File: config.mk
export PLATFORM = sky130hd
export DESIGN_NAME = axis_x2_arbiter
export DESIGN_NICKNAME = d
export VERILOG_FILES = /design/src/rtl/axis_x2_arb_pkg.sv /design/src/rtl/axis_x2_tag_fifo.sv /design/src/rtl/axis_x2_arbiter.sv
export SDC_FILE = /design/constraint.sdc
export NUM_CORES = 1
export LEC_CHECK = 0
export CORE_AREA = 2 2 137 139
export CTS_CLUSTER_SIZE = 10
export DETAILED_ROUTE_END_ITERATION = 10
export DIE_AREA = 0 0 139 141
export GPL_TIMING_DRIVEN = 0
export PLACE_DENSITY = 0.71
export SETUP_SLACK_MARGIN = 0.4
export SLEW_MARGIN = 20
export SYNTH_ARGS = -nofsm -noshare
export SYNTH_HDL_FRONTEND = slang
export SYNTH_HIERARCHICAL = 1
export SYNTH_SLANG_ARGS = --single-unit
export TNS_END_PERCENT = 50
File: constraint.sdc
create_clock -name clk -period 3.3 [get_ports clk]
set_clock_uncertainty 0.05 [all_clocks]
set_input_delay 0.66 -clock clk [delete_from_list [all_inputs] [get_ports clk]]
set_output_delay 0.66 -clock clk [all_outputs]
set_load 0.02 [all_outputs]
File: src/rtl/axis_x2_arb_pkg.sv
// -----------------------------------------------------------------------------
// axis_x2_arb_pkg
// Shared types and helpers for the axis_x2 arbiter slice.
//   state_t  : arbiter input-side state (IDLE / BUSY)
//   chan_w() : width of a channel index, $clog2(n) with a minimum of one bit.
// The channel-index type itself depends on the instance's channel count, so
// each module declares its own chan_idx_t from chan_w(N_CHANNELS).
// -----------------------------------------------------------------------------
package axis_x2_arb_pkg;

    typedef enum logic {
        IDLE = 1'b0,
        BUSY = 1'b1
    } state_t;

    localparam int STAT_W = 32;

    function automatic int chan_w(input int n);
        return (n > 2) ? $clog2(n) : 1;
    endfunction

endpackage

File: src/rtl/axis_x2_tag_fifo.sv
// -----------------------------------------------------------------------------
// axis_x2_tag_fifo
// In-order FIFO of channel tags, one entry per packet granted to the shared
// squarer. Head is read combinationally so a tag is visible as soon as it is
// written. full/empty are registered; push and pop in the same cycle both
// take effect and leave the occupancy unchanged.
// Ports:
//   clk, reset_n      clock, asynchronous active-low reset
//   push_i, push_tag_i  write a tag (ignored while full)
//   pop_i             drop the head entry (ignored while empty)
//   head_o            current head tag
//   full_o, empty_o   registered occupancy flags
// DEPTH must be a power of two, at least 2.
// -----------------------------------------------------------------------------
module axis_x2_tag_fifo #(
    parameter int DEPTH = 8,
    parameter int CW    = 2
) (
    input  logic          clk,
    input  logic          reset_n,
    input  logic          push_i,
    input  logic [CW-1:0] push_tag_i,
    input  logic          pop_i,
    output logic [CW-1:0] head_o,
    output logic          full_o,
    output logic          empty_o
);

    localparam int AW = $clog2(DEPTH);

    logic [CW-1:0] mem_q [DEPTH];
    logic [AW-1:0] wr_ptr_q;
    logic [AW-1:0] rd_ptr_q;
    logic [AW:0]   count_q;
    logic [AW:0]   count_d;
    logic          full_q;
    logic          empty_q;
    logic          do_push;
    logic          do_pop;

    assign do_push = push_i && !full_q;
    assign do_pop  = pop_i && !empty_q;

    always_comb begin
        count_d = count_q;
        if (do_push && !do_pop) begin
            count_d = count_q + 1'b1;
        end else if (!do_push && do_pop) begin
            count_d = count_q - 1'b1;
        end
    end

    always_ff @(posedge clk) begin
        if (do_push) begin
            mem_q[wr_ptr_q] <= push_tag_i;
        end
    end

    always_ff @(posedge clk or negedge reset_n) begin
        if (!reset_n) begin
            wr_ptr_q <= '0;
            rd_ptr_q <= '0;
            count_q  <= '0;
            full_q   <= 1'b0;
            empty_q  <= 1'b1;
        end else begin
            if (do_push) begin
                wr_ptr_q <= wr_ptr_q + 1'b1;
            end
            if (do_pop) begin
                rd_ptr_q <= rd_ptr_q + 1'b1;
            end
            count_q <= count_d;
            full_q  <= (count_d == (AW + 1)'(DEPTH));
            empty_q <= (count_d == '0);
        end
    end

    assign head_o  = mem_q[rd_ptr_q];
    assign full_o  = full_q;
    assign empty_o = empty_q;

endmodule

File: src/rtl/axis_x2_arbiter.sv
// -----------------------------------------------------------------------------
// axis_x2_arbiter
// Shares one axis_x2 squarer between N_CHANNELS AXI-stream requesters.
// Input side: whole-packet round-robin grant (IDLE picks, BUSY forwards the
// granted channel until its last beat). Each grant pushes the owner into an
// in-order tag FIFO; the FIFO head steers the squarer output back to the
// owning channel and is popped on each output last beat.
// Ports (streams flattened to data/valid/last/ready, DW = SAMPLE_WIDTH *
// PARALLEL_SAMPLES):
//   clk, reset_n        clock, asynchronous active-low reset
//   data_in_*           per-channel input streams (slave)
//   data_out_*          per-channel squared output streams (master)
//   to_x2_*             shared squarer input (master)
//   from_x2_*           shared squarer output (slave)
//   err_orphan_o        sticky: squarer output valid while no tag is queued
//   pkt_count_o         per-channel delivered-packet counters, only present
//                       when AXIS_X2_ARBITER_STATS_EN is defined
// -----------------------------------------------------------------------------
module axis_x2_arbiter
    import axis_x2_arb_pkg::*;
#(
    parameter int N_CHANNELS         = 4,
    parameter int SAMPLE_WIDTH       = 16,
    parameter int PARALLEL_SAMPLES   = 2,
    parameter int MAX_PKTS_IN_FLIGHT = 8
) (
    input  logic                                                    clk,
    input  logic                                                    reset_n,
    input  logic [N_CHANNELS-1:0][SAMPLE_WIDTH*PARALLEL_SAMPLES-1:0] data_in_data_i,
    input  logic [N_CHANNELS-1:0]                                   data_in_valid_i,
    input  logic [N_CHANNELS-1:0]                                   data_in_last_i,
    output logic [N_CHANNELS-1:0]                                   data_in_ready_o,
    output logic [N_CHANNELS-1:0][SAMPLE_WIDTH*PARALLEL_SAMPLES-1:0] data_out_data_o,
    output logic [N_CHANNELS-1:0]                                   data_out_valid_o,
    output logic [N_CHANNELS-1:0]                                   data_out_last_o,
    input  logic [N_CHANNELS-1:0]                                   data_out_ready_i,
    output logic [SAMPLE_WIDTH*PARALLEL_SAMPLES-1:0]                to_x2_data_o,
    output logic                                                    to_x2_valid_o,
    output logic                                                    to_x2_last_o,
    input  logic                                                    to_x2_ready_i,
    input  logic [SAMPLE_WIDTH*PARALLEL_SAMPLES-1:0]                from_x2_data_i,
    input  logic                                                    from_x2_valid_i,
    input  logic                                                    from_x2_last_i,
    output logic                                                    from_x2_ready_o,
`ifdef AXIS_X2_ARBITER_STATS_EN
    output logic [N_CHANNELS-1:0][STAT_W-1:0]                       pkt_count_o,
`endif
    output logic                                                    err_orphan_o
);

    localparam int CW = chan_w(N_CHANNELS);
    typedef logic [CW-1:0] chan_idx_t;

    state_t    state_q;
    chan_idx_t grant_q;
    chan_idx_t rr_ptr_q;
    chan_idx_t rr_ptr_d;
    logic      err_orphan_q;

    chan_idx_t pick_idx;
    chan_idx_t cand;
    logic      pick_found;
    logic      grant_fire;
    logic      busy;
    logic      in_last_fire;

    chan_idx_t tag_head;
    logic      tag_full;
    logic      tag_empty;
    logic      tag_pop;

    // First valid channel at or after rr_ptr, wrapping.
    always_comb begin
        pick_found = 1'b0;
        pick_idx   = '0;
        cand       = '0;
        for (int i = 0; i < N_CHANNELS; i++) begin
            cand = chan_idx_t'((int'(rr_ptr_q) + i) % N_CHANNELS);
            if (!pick_found && data_in_valid_i[cand]) begin
                pick_found = 1'b1;
                pick_idx   = cand;
            end
        end
    end

    assign busy         = (state_q == BUSY);
    // Registered full flag: a pop in this cycle cannot enable a grant in it.
    assign grant_fire   = (state_q == IDLE) && pick_found && !tag_full;
    assign in_last_fire = to_x2_valid_o && to_x2_ready_i && to_x2_last_o;
    assign rr_ptr_d     = (grant_q == chan_idx_t'(N_CHANNELS - 1)) ? '0
                                                                   : chan_idx_t'(grant_q + 1'b1);

    always_ff @(posedge clk or negedge reset_n) begin
        if (!reset_n) begin
            state_q      <= IDLE;
            grant_q      <= '0;
            rr_ptr_q     <= '0;
            err_orphan_q <= 1'b0;
        end else begin
            case (state_q)
                IDLE: begin
                    if (grant_fire) begin
                        grant_q <= pick_idx;
                        state_q <= BUSY;
                    end
                end
                BUSY: begin
                    if (in_last_fire) begin
                        rr_ptr_q <= rr_ptr_d;
                        state_q  <= IDLE;
                    end
                end
                default: state_q <= IDLE;
            endcase
            if (tag_empty && from_x2_valid_i) begin
                err_orphan_q <= 1'b1;
            end
        end
    end

    // Granted channel passes straight through to the squarer.
    assign to_x2_valid_o = busy && data_in_valid_i[grant_q];
    assign to_x2_data_o  = busy ? data_in_data_i[grant_q] : '0;
    assign to_x2_last_o  = busy && data_in_last_i[grant_q];

    assign from_x2_ready_o = !tag_empty && data_out_ready_i[tag_head];
    assign tag_pop         = from_x2_valid_i && from_x2_ready_o && from_x2_last_i;
    assign err_orphan_o    = err_orphan_q;

    axis_x2_tag_fifo #(
        .DEPTH (MAX_PKTS_IN_FLIGHT),
        .CW    (CW)
    ) u_tag_fifo (
        .clk        (clk),
        .reset_n    (reset_n),
        .push_i     (grant_fire),
        .push_tag_i (pick_idx),
        .pop_i      (tag_pop),
        .head_o     (tag_head),
        .full_o     (tag_full),
        .empty_o    (tag_empty)
    );

    for (genvar gi = 0; gi < N_CHANNELS; gi++) begin : g_chan
        logic out_sel;
        assign out_sel              = !tag_empty && (tag_head == chan_idx_t'(gi));
        assign data_in_ready_o[gi]  = busy && (grant_q == chan_idx_t'(gi)) && to_x2_ready_i;
        assign data_out_valid_o[gi] = out_sel && from_x2_valid_i;
        assign data_out_data_o[gi]  = out_sel ? from_x2_data_i : '0;
        assign data_out_last_o[gi]  = out_sel && from_x2_last_i;
    end

`ifdef AXIS_X2_ARBITER_STATS_EN
    logic [N_CHANNELS-1:0][STAT_W-1:0] pkt_cnt_q;

    always_ff @(posedge clk or negedge reset_n) begin
        if (!reset_n) begin
            pkt_cnt_q <= '0;
        end else begin
            for (int k = 0; k < N_CHANNELS; k++) begin
                if (data_out_valid_o[k] && data_out_ready_i[k] && data_out_last_o[k]) begin
                    pkt_cnt_q[k] <= pkt_cnt_q[k] + 1'b1;
                end
            end
        end
    end

    assign pkt_count_o = pkt_cnt_q;
`endif

endmodule

==> results.toml <==
[run_status]
status = "complete, no violations"

[detailed_routing]
ant_nets = 0
via_count = 4571
first_iter_violations = 65
viasPerCell = 4.46
dr.pass1.iters = 4
drt_wl_total_um = 19600
wl_per_cell_um = 19.2
drc_errors = 0

[placement]
hpwl_um = 15700
preCtsSetupSlack_ns = -0.933
post_dp_cell_area_um2 = 7610
portBuffers = 352
globalplace.congestion = 0.854
placedCellCount = 961

[finish]
final_cells = 1025
drive_above_1_share_pct = 49.1
stdcell_area_um2 = 9090
layout.nets = 970
syn_to_final_growth_pct = 144

[power_and_ir_drop]
power_uw = 10100
ir_drop_uv = 803
powerDensity_nw_per_um2 = 1110
leakage_uw = 0.00421

[setup_path]
r2r_start = "u_tag_fifo/rd_ptr_q[0]"
startpoint = "u_tag_fifo/rd_ptr_q[0]"
cp-end-kind = "flop"
worstSetupPathType = "reg -> reg"
path_max_fanout = 8
cp-start-kind = "flop"
cp.arrival_ns = 3.41
critPathRequiredTime_ns = 3.42

[clock_network]
cts_buffer_depth = 2
postCtsHoldBufs = 0
cts-buffers-inserted = 5
cts.htree.levels = 2
path_clk_slew_ns = 0.05
cts_tree = "built"
clk_latency_ns = 0.28
clock_sinks = 34
cts_root_buffer = "clkbuf_16"

[floorplan]
die_h_um = 141
rows = 50
core-area_um2 = 18300
dieArea_um2 = 19600
die-width_um = 139
start_util_pct = 20.4
io_pins = 353

[synth]
ys_async_sr_fraction_pct = 52.9
ys_ff_latch = 34
synth_area_leader_cell = "and2_1"
synth_cell_types = 47
yosys.area.top_type_share_pct = 28.5
ys.flop_type = "dfrtp_1"
yosys_warnings = 6
synth-edff-count = 16
yosysSeqAreaShare_pct = 25.0
synthesis.area_um2 = 3730
synthTopCellsByArea = "and2_1 28%, mux4_2 23%, edfxtp_1 13%, dfrtp_1 11%, ha_1 2.7%"
syn_inst = 375
syn_area_per_cell_um2 = 9.95
synth_nets = 560

[global_route]
grt_pass1_wl_um = 26900
grt_max_degree = 19
track_usage_pct = 17.9
overflow = 0
grt_pass1_vias = 4668
antenna_found_initial = 6

[timing]
maxSlewViolCount = 0
slew_headroom_pct = 45.2
fin_crit_ns = 3.30
fin_crit_sh_pct = 99.8
fmax_mhz = 303
finalHoldViolations = 0
tightest_slew_ns = 0.819
rsz0062_at_grt = "true"
holdWs_ns = 0.404
finalSetupViolCount = 0
worst_slack_ns = 0.00499

[run]
cap_violations = 0

[hold_path]
hold_class = "reg -> reg"
hp-start = "err_orphan_o"
-- layer usage --
metal / vias to the layer above / GRT usage [%] / share of wire [%]
li1: 2128 / - / -
met1: 2151 / 15.9 / 30
met2: 252 / 38.2 / 59
met3: 40 / 3.26 / 6.2
met4: 0 / 7.81 / 4.5
met5: - / 0 / 0
-- repair_timing --
action                     in CTS  in global routing
cloned                          4                  5
pin swaps                       6                  3
setup buffers                  24                 18
resized for setup             765                301
setup endpoints to repair     180                190
-- stage by stage --
| stage | TNS, ns | utilization, % |
|---|---|---|
| 6_report | 0 | 49.8 |
| 5_1_grt | -0.658 | 49.8 |
| 4_1_cts | -0.198 | 45.6 |
| 3_5_place_dp | -84.54 | 41.6 |
| 3_3_place_gp | -81.29 | 41.6 |
| 2_1_floorplan | 0 | - |
-- cells by family after synthesis --
logic type | share of synthesized area, %
muxes | 25.7
and+or+nand+nor | 37.7
xor gates and xnor gates | 1.17
adders and majority gates | 2.68
AOI/OAI and AO/OA | 3.29
DFF | 25.0
buffers and inverters | 4.46
-- final timing paths --
path                                      to  slack [ns]  cells past startpoint
max in group asynchronous  u_tag_fifo/full_o        1.88                      1
min reg2reg                     err_orphan_o        0.40                      1
min in group asynchronous        rr_ptr_q[1]        0.81                      1
min                             err_orphan_o        0.40                      1
max                        u_tag_fifo/full_o       0.005                     11
max reg2reg                u_tag_fifo/full_o       0.005                     11
-- state kept, by name, summed over array words and instances, names as in the netlist --
register,cells
u_tag_fifo/wr_ptr_q,3
rr_ptr_q,2
grant_q,2
u_tag_fifo/full_o,1
u_tag_fifo/count_q,4
busy,1
u_tag_fifo/rd_ptr_q,3
u_tag_fifo/empty_o,1
u_tag_fifo/mem_q,16
err_orphan_o,1
-- report_power, final --
| group | total [uW] | switching (uW) | leakage [uW] | internal (uW) |
|---|---|---|---|---|
| Combinational | 8920 | 3880 | 0.00379 | 5040 |
| Sequential | 758 | 152 | 0.000358 | 606 |
| Clock | 434 | 159 | 0.0000673 | 274 |
| Total | 10100 | 4190 | 0.00421 | 5920 |
-- cell type report --
cell class | count | area [um^2]
Clock buffer | 5 | 125
Antenna cell | 5 | 12.5
Clock inverter | 3 | 16.3
Timing Repair Buffer | 403 | 4340
Sequential cell | 34 | 932
Buffer | 28 | 348
Multi-Input combinational cell | 307 | 3000
Fill cell | 1620 | 9180
Inverter | 6 | 22.5
Tap cell | 234 | 293
-- placed cells by master, fill, tap and decap left out, types with 4 or more instances in the layout --
master	netlist	final
a21oi_1	4	4
and2_1	170	67
and2_4	1	104
and3_1	7	5
buf_2	4	4
buf_4	1	16
buf_6	4	167
buf_8	0	16
clkbuf_1	18	4
clkbuf_16	0	10
clkdlybuf4s50_1	0	181
dfrtp_1	17	17
diode_2	0	5
dlymetal6s2s_1	0	34
edfxtp_1	16	16
ha_1	8	8
inv_1	6	6
mux4_2	38	38
nand2_1	15	14
nand2b_1	4	4
nor2_1	11	11
nor3_1	7	4
xnor2_1	5	5
-- worst max-delay path, cell delays in order (launching register included) --
cell and delay, ns:
dfrtp_1 0.37, buf_8 0.13, mux4_2 0.51, mux2_4 0.33, mux4_2 0.43, nor2b_4 0.14
and3_4 0.16, nor2b_4 0.12, buf_6 0.14, and3_4 0.15, or3_4 0.35, a2111oi_4 0.30
-- synth_stat cells (2+ instances only) --
cell      instances
dfrtp_1          17
buf_2             4
edfxtp_1         16
mux2_2            4
nor3b_1           2
o21ai_0           3
buf_6             4
and2_1          170
a21o_1            2
mux4_2           38
mux2_1            2
nor4_1            2
nand2_1          15
ha_1              8
and3_1            7
nand2b_1          4
xnor2_1           5
nor2_1           11
nor3_1            7
a21oi_1           4
clkbuf_1         18
nor2b_1           2
inv_1             6
(Power assumes the default switching activity.)
==> RTL edit: new RTL, config.mk and constraints unchanged <==
Register the output `err_orphan_o` once more, with the module's reset; this adds one clock of latency there. The other outputs are not delayed to match.
--- a/src/rtl/axis_x2_arbiter.sv
+++ b/src/rtl/axis_x2_arbiter.sv
@@ -125,7 +125,13 @@
 
     assign from_x2_ready_o = !tag_empty && data_out_ready_i[tag_head];
     assign tag_pop         = from_x2_valid_i && from_x2_ready_o && from_x2_last_i;
-    assign err_orphan_o    = err_orphan_q;
+    always_ff @(posedge clk or negedge reset_n) begin
+        if (!reset_n) begin
+            err_orphan_o <= '0;
+        end else begin
+            err_orphan_o <= err_orphan_q;
+        end
+    end
 
     axis_x2_tag_fifo #(
         .DEPTH (MAX_PKTS_IN_FLIGHT),
Check against the original RTL: not equivalent (a bounded check fails within 4 cycles, from zero or initial values and one cycle with reset_n low).
==> RTL edit against the unedited design <==
Power down 0.60%. First-iteration DRC count up 29%. Area after synthesis up 0.67%. Setup slack better by 0.0065 ns. Design area about the same. Maximum frequency up 0.20%. Critical path depth unchanged. Clock power up 4.8%. Sequential cell count up 1. Wire length up 1.4%. Largest power group unchanged. Highest routed layer unchanged.
==> RTL edit: results (changes against the unedited design) <==
hpwl dp=16100 um (+2.7%); Post-Route Hold Slack=0.331 ns (-0.0733 ns); cell area after layout=9080 um^2 (about the same); status=finished clean; compound-cell area share of the yosys netlist=0.0326 (-0.000219); VDD IR max=0.652 mV (-19%); total net switching power=4.20 mW (+0.27%); number of global-route vias before repair=4606 (-1.3%); proportion of synthesized chip area in sequential cells=0.255 (+0.00500); maximum number of pins on one net before global-route repair=20 (+1); routed vias=4521 (-1.1%); synth cell count leaders=170 x sky130_fd_sc_hd__and2_1, 38 x sky130_fd_sc_hd__mux4_2, 18 x sky130_fd_sc_hd__clkbuf_1, 18 x sky130_fd_sc_hd__dfrtp_1, 16 x sky130_fd_sc_hd__edfxtp_1; Filler cells=1626 (+0.37%); routability congestion estimate=0.789 (-7.6%); DRC violation total after the first TritonRoute iteration=84 (+29%); syn nets=561 (+0.18%); area share of xor/xnor cells in the synthesized design=0.0117 (-0.0000781); arithmetic-cell share of the synthesized area counting full adders, half adders and majority gates=0.0266 (-0.000179); DP Area=7630 um^2 (+0.33%); global-route wire length before repair=27500 um (+2.5%); fraction of registers with async set or reset after synthesis=0.543 (+0.0134); NumNets Final=962 (-0.82%); HP Start=err_orphan_q; fraction of layout instances using a drive strength above 1=0.508 (+0.0166); leakage power summed over all cells=4.20 nW (-0.34%); drt total wl=19900 um (+1.4%); initial antenna violation count=3 (-3); worst-path maximum fanout=6 (-2)
RTL edit: cell count changes after synthesis, sizes merged:
| cell | before | now |
|---|---|---|
| dfrtp | 17 | 18 |
RTL edit: stage by stage:
| step | worst slack (ns) | cells |
|---|---|---|
| 3_5_place_dp | -1.17 | 962 |
| 5_1_grt | -0.0850 | 1015 |
| 6_report | 0.0115 | 1015 |
| 4_1_cts | -0.0438 | 998 |
| 2_1_floorplan | 0.156 | 376 |
| 3_3_place_gp | -1.10 | 962 |
RTL edit: per-layer routing:
metal / vias up / routed length (um) / track usage
met2: 238 / 11900 / 0.396
met5: - / 0 / 0
met1: 2140 / 6030 / 0.161
li1: 2118 / - / -
met4: 0 / 650 / 0.0851
met3: 25 / 1340 / 0.0455
RTL edit: worst paths after layout:
check	to	cells after the start
worst max-delay path	u_tag_fifo/full_o	11
max in group asynchronous	err_orphan_o	1
worst min-delay path	err_orphan_o	0
worst max register to register	u_tag_fifo/full_o	11
min in group asynchronous	rr_ptr_q[0]	1
worst min register to register	err_orphan_o	0
RTL edit: worst max-delay path: stages (launching register included):
cell and delay (ns):
sky130_fd_sc_hd__dfrtp_1 0.37, sky130_fd_sc_hd__buf_8 0.13, sky130_fd_sc_hd__mux4_2 0.51, sky130_fd_sc_hd__mux2_4 0.33, sky130_fd_sc_hd__mux4_2 0.43, sky130_fd_sc_hd__nor2b_4 0.14
sky130_fd_sc_hd__and3_4 0.16, sky130_fd_sc_hd__nor2b_4 0.12, sky130_fd_sc_hd__buf_6 0.13, sky130_fd_sc_hd__and3_4 0.14, sky130_fd_sc_hd__or3_4 0.36, sky130_fd_sc_hd__a2111oi_4 0.31
RTL edit: kinds of logic (layout without fill, tap and decap cells):
group	count (synthesis)	after routing
xor+xnor	5	5
mux	46	46
compound gates	17	17
fa+ha+maj	8	8
flops	35	35
simple gates	231	231
buf+inv	34	436
other cells	0	3
RTL edit: timing repair:
action	in CTS	in global routing
resized for setup	787	294
buffers inserted	23	10
endpoints found under the setup margin	184	193
gates cloned	5	4
pin swaps	8	5
hold buffers	0	0
endpoints found under the hold margin	0	0
RTL edit: power by group through the flow:
stage          Combinational (mW)  Sequential, mW  Clock (mW)
3_5_place_dp                 6.44           0.774           0
2_1_floorplan                3.56           0.744           0
6_report                     8.82           0.778       0.455
4_1_cts                      7.69           0.772       0.467
3_3_place_gp                 6.41           0.768           0
5_1_grt                      9.25           0.799       0.479
RTL edit: final cells by class:
class                   instances  share of cell area
repair buffers                394               0.466
multi-input cells             307               0.338
flip-flops and latches         35               0.105
plain buffers                  28              0.0390
well taps                     234              0.0322
clock buffers                   5              0.0138
inverters                       6             0.00248
clock inverters                 3             0.00220
diodes                          3            0.000827
